**config.mk**
```make
export PLATFORM = sky130hd
export DESIGN_NAME = ospi_target
export DESIGN_NICKNAME = d
export VERILOG_FILES = /design/src/rtl/ospi_target.sv
export SDC_FILE = /design/constraint.sdc
export NUM_CORES = 2
export LEC_CHECK = 0
export BUFFER_PORTS_ARGS = -buffer_cell sky130_fd_sc_hd__buf_4
export CORE_MARGIN = 1.5
export CORE_UTILIZATION = 25
export CTS_BUF_LIST = sky130_fd_sc_hd__clkbuf_4
export CTS_CLUSTER_DIAMETER = 200
export DETAILED_ROUTE_END_ITERATION = 7
export PLACE_DENSITY = 0.39
export SYNTH_ARGS = -nofsm -noshare
export SYNTH_HDL_FRONTEND = slang
export SYNTH_SLANG_ARGS = --single-unit
```
**constraint.sdc**
```tcl
create_clock -name clk -period 3.1 [get_ports clk]
set_input_delay 0 -clock clk [delete_from_list [all_inputs] [get_ports clk]]
set_output_delay 0 -clock clk [all_outputs]
set_load 0.01 [all_outputs]
```
**src/rtl/ospi_target.sv**
```systemverilog
// ospi_target: octal-SPI memory target (WRITE 0xA0, READ 0x20, optional STATUS 0x05 under OSPI_STATUS_EN).
// Latency: write bytes commit on their sampling edge; read data follows DMY_LEN dummy cycles.
// Backpressure: none, the host owns the clock; ncs=1 on any edge abandons the transfer.
module ospi_target #(
    parameter int ADDR_BYTES = 3,
    parameter int DMY_LEN    = 2,
    parameter int MEM_AW     = 8
) (
    input  logic       clk,
    input  logic       reset,
    input  logic       ncs,
    input  logic [7:0] data_i,
    output logic [7:0] data_o,
    output logic       data_oe,
    output logic       dqs_o,
    output logic       dqs_oe,
    output logic       xfer_done,
    output logic       cmd_err
);
    localparam logic [7:0] CMD_WRITE = 8'hA0;
    localparam logic [7:0] CMD_READ  = 8'h20;

    typedef enum logic [2:0] {IDLE, HDR, DUMMY, WDATA, RDATA, DONE, IGNORE} state_t;

    state_t            state;
    logic [7:0]        cmd;
    logic [7:0]        len;
    logic [7:0]        cnt;
    logic [2:0]        hcnt;
    logic [3:0]        dcnt;
    logic [MEM_AW-1:0] ptr;
    logic              data_oe_r;
    logic              dqs_oe_r;
    logic [7:0]        rd_byte;
    logic              is_read_cmd;
    logic [7:0]        mem [2**MEM_AW];

`ifdef OSPI_STATUS_EN
    localparam logic [7:0] CMD_STATUS = 8'h05;
    logic err_sticky;

    assign is_read_cmd = (cmd == CMD_READ) || (cmd == CMD_STATUS);
    assign rd_byte     = (cmd == CMD_STATUS) ? {7'b0, err_sticky} : mem[ptr];

    always_ff @(posedge clk) begin
        if (reset) begin
            err_sticky <= 1'b0;
        end else if (cmd_err) begin
            err_sticky <= 1'b1;
        end else if (xfer_done && cmd == CMD_STATUS) begin
            err_sticky <= 1'b0;
        end
    end
`else
    assign is_read_cmd = (cmd == CMD_READ);
    assign rd_byte     = mem[ptr];
`endif

    // The bus must let go the same cycle ncs rises, so the enables are not purely registered.
    assign data_oe = data_oe_r & ~ncs;
    assign dqs_oe  = dqs_oe_r & ~ncs;
    assign dqs_o   = dqs_oe & ~clk;

    always_ff @(posedge clk) begin
        if (!reset && !ncs && state == WDATA) begin
            mem[ptr] <= data_i;
        end
    end

    always_ff @(posedge clk) begin
        if (reset) begin
            state     <= IDLE;
            cmd       <= '0;
            len       <= '0;
            cnt       <= '0;
            hcnt      <= '0;
            dcnt      <= '0;
            ptr       <= '0;
            data_o    <= '0;
            data_oe_r <= 1'b0;
            dqs_oe_r  <= 1'b0;
            xfer_done <= 1'b0;
            cmd_err   <= 1'b0;
        end else begin
            xfer_done <= 1'b0;
            cmd_err   <= 1'b0;
            if (ncs) begin
                state     <= IDLE;
                data_oe_r <= 1'b0;
                dqs_oe_r  <= 1'b0;
            end else begin
                case (state)
                    IDLE: begin
                        cmd   <= data_i;
                        hcnt  <= '0;
                        cnt   <= '0;
                        dcnt  <= '0;
                        state <= HDR;
                    end
                    HDR: begin
                        // ptr doubles as the address shift register; only the low MEM_AW bits survive.
                        if (hcnt == 3'd0) begin
                            len <= data_i;
                        end else begin
                            ptr <= MEM_AW'({ptr, data_i});
                        end
                        hcnt <= hcnt + 3'd1;
                        if (hcnt == 3'(ADDR_BYTES)) begin
                            if (cmd == CMD_WRITE) begin
                                state <= WDATA;
                            end else if (is_read_cmd) begin
                                state    <= DUMMY;
                                dqs_oe_r <= 1'b1;
                            end else begin
                                state   <= IGNORE;
                                cmd_err <= 1'b1;
                            end
                        end
                    end
                    DUMMY: begin
                        if (dcnt == 4'(DMY_LEN - 1)) begin
                            data_o    <= rd_byte;
                            ptr       <= ptr + MEM_AW'(1);
                            data_oe_r <= 1'b1;
                            state     <= RDATA;
                        end else begin
                            dcnt <= dcnt + 4'd1;
                        end
                    end
                    WDATA: begin
                        ptr <= ptr + MEM_AW'(1);
                        cnt <= cnt + 8'd1;
                        if (cnt == len) begin
                            xfer_done <= 1'b1;
                            state     <= DONE;
                        end
                    end
                    RDATA: begin
                        if (cnt == len) begin
                            xfer_done <= 1'b1;
                            state     <= DONE;
                        end else begin
                            data_o <= rd_byte;
                            ptr    <= ptr + MEM_AW'(1);
                            cnt    <= cnt + 8'd1;
                        end
                    end
                    DONE, IGNORE: begin
                    end
                    default: state <= IDLE;
                endcase
            end
        end
    end
endmodule

```
==> results.cfg <==
[run_status]
run_status = complete, but fails checks
violations = setup timing

[timing]
maxSlewHeadroom_pct = 42.3
layout_setup_ws_ps = -9.76
fin_crit_sh_pct = 100
worst_slew_pin_slew_ps = 860
fmax_mhz = 322
fin_skew_ps = 95.8
min_period_ps = 3110
finalMaxSlewViolations = 0
hold_violations = 0
rsz0062_at_grt = yes
setup_viol = 1

[synth]
yosys.cell_types.count = 55
synthArstFlopShare_pct = 0
ys_top_cells_by_count = edfxtp_1 (2048), mux4_2 (439), nor2_1 (367)
syn_nets = 4164
synth_warnings = 0
ys_top_cells_by_area = edfxtp_1 (75%), mux4_2 (12%), mux2i_1 (2.8%)
synth_edf_count = 2048
synthMostInstantiatedCell = edfxtp_1
syn_inst = 4143
synth.avg_cell_area_um2 = 19.9
synth_seq_area_share_pct = 76.2
syn_area_mm2 = 0.0823
synth_top_area_share_pct = 74.7
synth_top_cell_by_area = edfxtp_1
ys.flop_type = edfxtp_1
ys_ff_latch = 2110

[worst_setup_path]
end_kind = register
critPathRequiredTime_ps = 4580
critPathBufInv = 5
path_class = register to register
cpPeakStageDelay_ps = 570
critPathSlowestCell = mux4_2
worstPathMaxFanout = 12
path_cells = buf_12 -> buf_4 -> clkbuf_16 -> buf_4 -> mux4_2 -> mux4_2 -> a221oi_2 -> buf_4 -> nor3_1 -> a211o_1
cp_top_family = multiplexers
crit_top_cell = buf_4
worst_setup_path_start_kind = register
worstPathArrival_ps = 4590

[clocking]
tritoncts = done
clock_latency_ps = 1620
path_clk_slew_ps = 60

[global_routing]
grt_pass1_vias = 47800
grt_max_degree = 102
track_usage_pct = 15.4
grt_antenna_before_repair = 20
grt_overflow_total = 0
grt_pass1_wl_um = 364000

[floorplanning]
ioPinCount = 24
rows = 210
coreArea_mm2 = 0.327
initial_core_util_pct = 25.2
die_h_um = 577
die_w_um = 577
die_area_mm2 = 0.333

[placement]
place_congestion = 0.773
port_buffers = 23
place_hpwl_um = 164000

[worst_hold_path]
min_path_type = input port to register

[pwr]
leakagePower_nw = 32.6
peakVddDrop_v = 0.000296
power_density_mw_per_mm2 = 592
fin_total_pwr_mw = 60.4

[detailed_routing]
ant_nets = 0
routedWlPerCell_um = 25.7
route.vias.total = 45400
finalWirelength_um = 259000
drc = 0
first_pass_iters = 5
drtIter0Drc = 3653
via_per_inst = 4.50

[finish]
area_delta_synth_final_pct = 23.9
final_core_util_pct = 31.2
nNetsFinal = 5296
drive_above_1_share_pct = 39.2
n_fill_cell = 32400

[job]
cap_viol_max_count = 0
## what timing repair did
item                                    in CTS  in global routing
hold buffers                                46                  0
pin swaps                                    0                  1
gates cloned                                 1                  4
resized for setup                           34                 32
endpoints found under the setup margin       8                 17
buffers inserted                             2                 23
hold endpoints to repair                  3639                  0
## worst paths after layout
| path | startpoint | slack, ps | cells after the start | to |
|---|---|---|---|---|
| worst max-delay path | register | -10 | 10 | data_o[2] |
| worst min register to register | hcnt[2] | 470 | 2 | hcnt[2] |
| worst max register to register | register | -10 | 10 | data_o[2] |
| worst min-delay path | data_i[5] | 150 | 4 | mem[180][5] |
## placed cells by master, fill, tap and decap left out, types with 10 or more instances in the layout
master            n
o221ai_1         53
dlygate4sd3_1    34
clkinv_2         12
a31oi_1          10
edfxtp_1       2048
clkinvlp_4       12
a2111oi_0        12
nor2_1          366
diode_2          16
nand2b_1         25
nand3_1          36
or3_1            16
inv_6            24
nor4_1           19
nor2b_1          14
nand2_1         105
o21ai_0          20
ha_1             10
xnor2_1          10
nand4_1          23
a21oi_1          39
a211oi_1         32
mux2_2           25
o22ai_1          72
mux4_2          439
clkinv_4         12
buf_16           20
mux2i_1         231
nor3_1           31
a211o_1          14
buf_4           638
dfxtp_1          55
clkbuf_4        878
and2_1           24
inv_1            13
buf_12           72
clkinv_1         89
## final cells by class
type | instances | area [um^2] | share of cell area (%)
Inverter | 15 | 63.8 | 0.0625
Antenna cell | 16 | 40.0 | 0.0392
Sequential cell | 2110 | 62800 | 61.5
Clock inverter | 160 | 997 | 0.977
Multi-Input combinational cell | 1772 | 18700 | 18.3
Tap cell | 4346 | 5440 | 5.33
Timing Repair Buffer | 781 | 7420 | 7.28
Clock buffer | 879 | 6600 | 6.47
## registers in the layout (all words and copies together), names as in the netlist, 3 cells and up, named ones only
signal,count
ptr,8
data_o,8
cnt,8
state,3
mem,2048
hcnt,3
cmd,8
len,8
dcnt,4
## worst reg2reg max path: cells and delay by family, from the launching register on
kind / cells / cell delay, ps
compound gates: 2 / 550
buf+inv: 5 / 930
flops: 1 / 380
mux: 2 / 1100
simple gates: 1 / 60
## cell families after synthesis
| logic type | Yosys count | synth area share, % |
|---|---|---|
| compound gates | 324 | 2.83 |
| xor+xnor | 18 | 0.191 |
| fa+ha+maj | 10 | 0.152 |
| buf+inv | 261 | 1.47 |
| flops | 2110 | 76.2 |
| mux | 701 | 15.2 |
| simple gates | 719 | 3.93 |
## per-stage QoR
| stage | instances | worst slack (ps) | hold WS, ps | area [um^2] | TNS, ps |
|---|---|---|---|---|---|
| finish | 10100 | -9.76 | 147 | 102000 | -9.76 |
| detailed placement | 8950 | -471 | 149 | 93100 | -2310 |
| floorplan | 4143 | 485 | 46.4 | 82300 | 0 |
| global placement | 8950 | -486 | 149 | 93100 | -2220 |
| global route | 10100 | -76.3 | 70.5 | 102000 | -295 |
| CTS | 10000 | -47.0 | 3.60 | 102000 | -76.2 |
## per-layer routing
| metal | vias up | track usage [%] | part of all wire [%] |
|---|---|---|---|
| li1 | 19800 | - | - |
| met1 | 24000 | 21.2 | 46 |
| met2 | 1279 | 24.8 | 48 |
| met3 | 352 | 2.78 | 4.6 |
| met4 | 6 | 4.22 | 2.0 |
| met5 | - | 0 | 0.016 |
## where the power goes
part,internal [mW],switching (mW),leakage [nW]
Clock,13.5,12.3,4.50
Combinational,1.32,2.01,9.20
Sequential,31.3,0.0394,18.9
No activity file was read; power rests on OpenSTA's default activity.
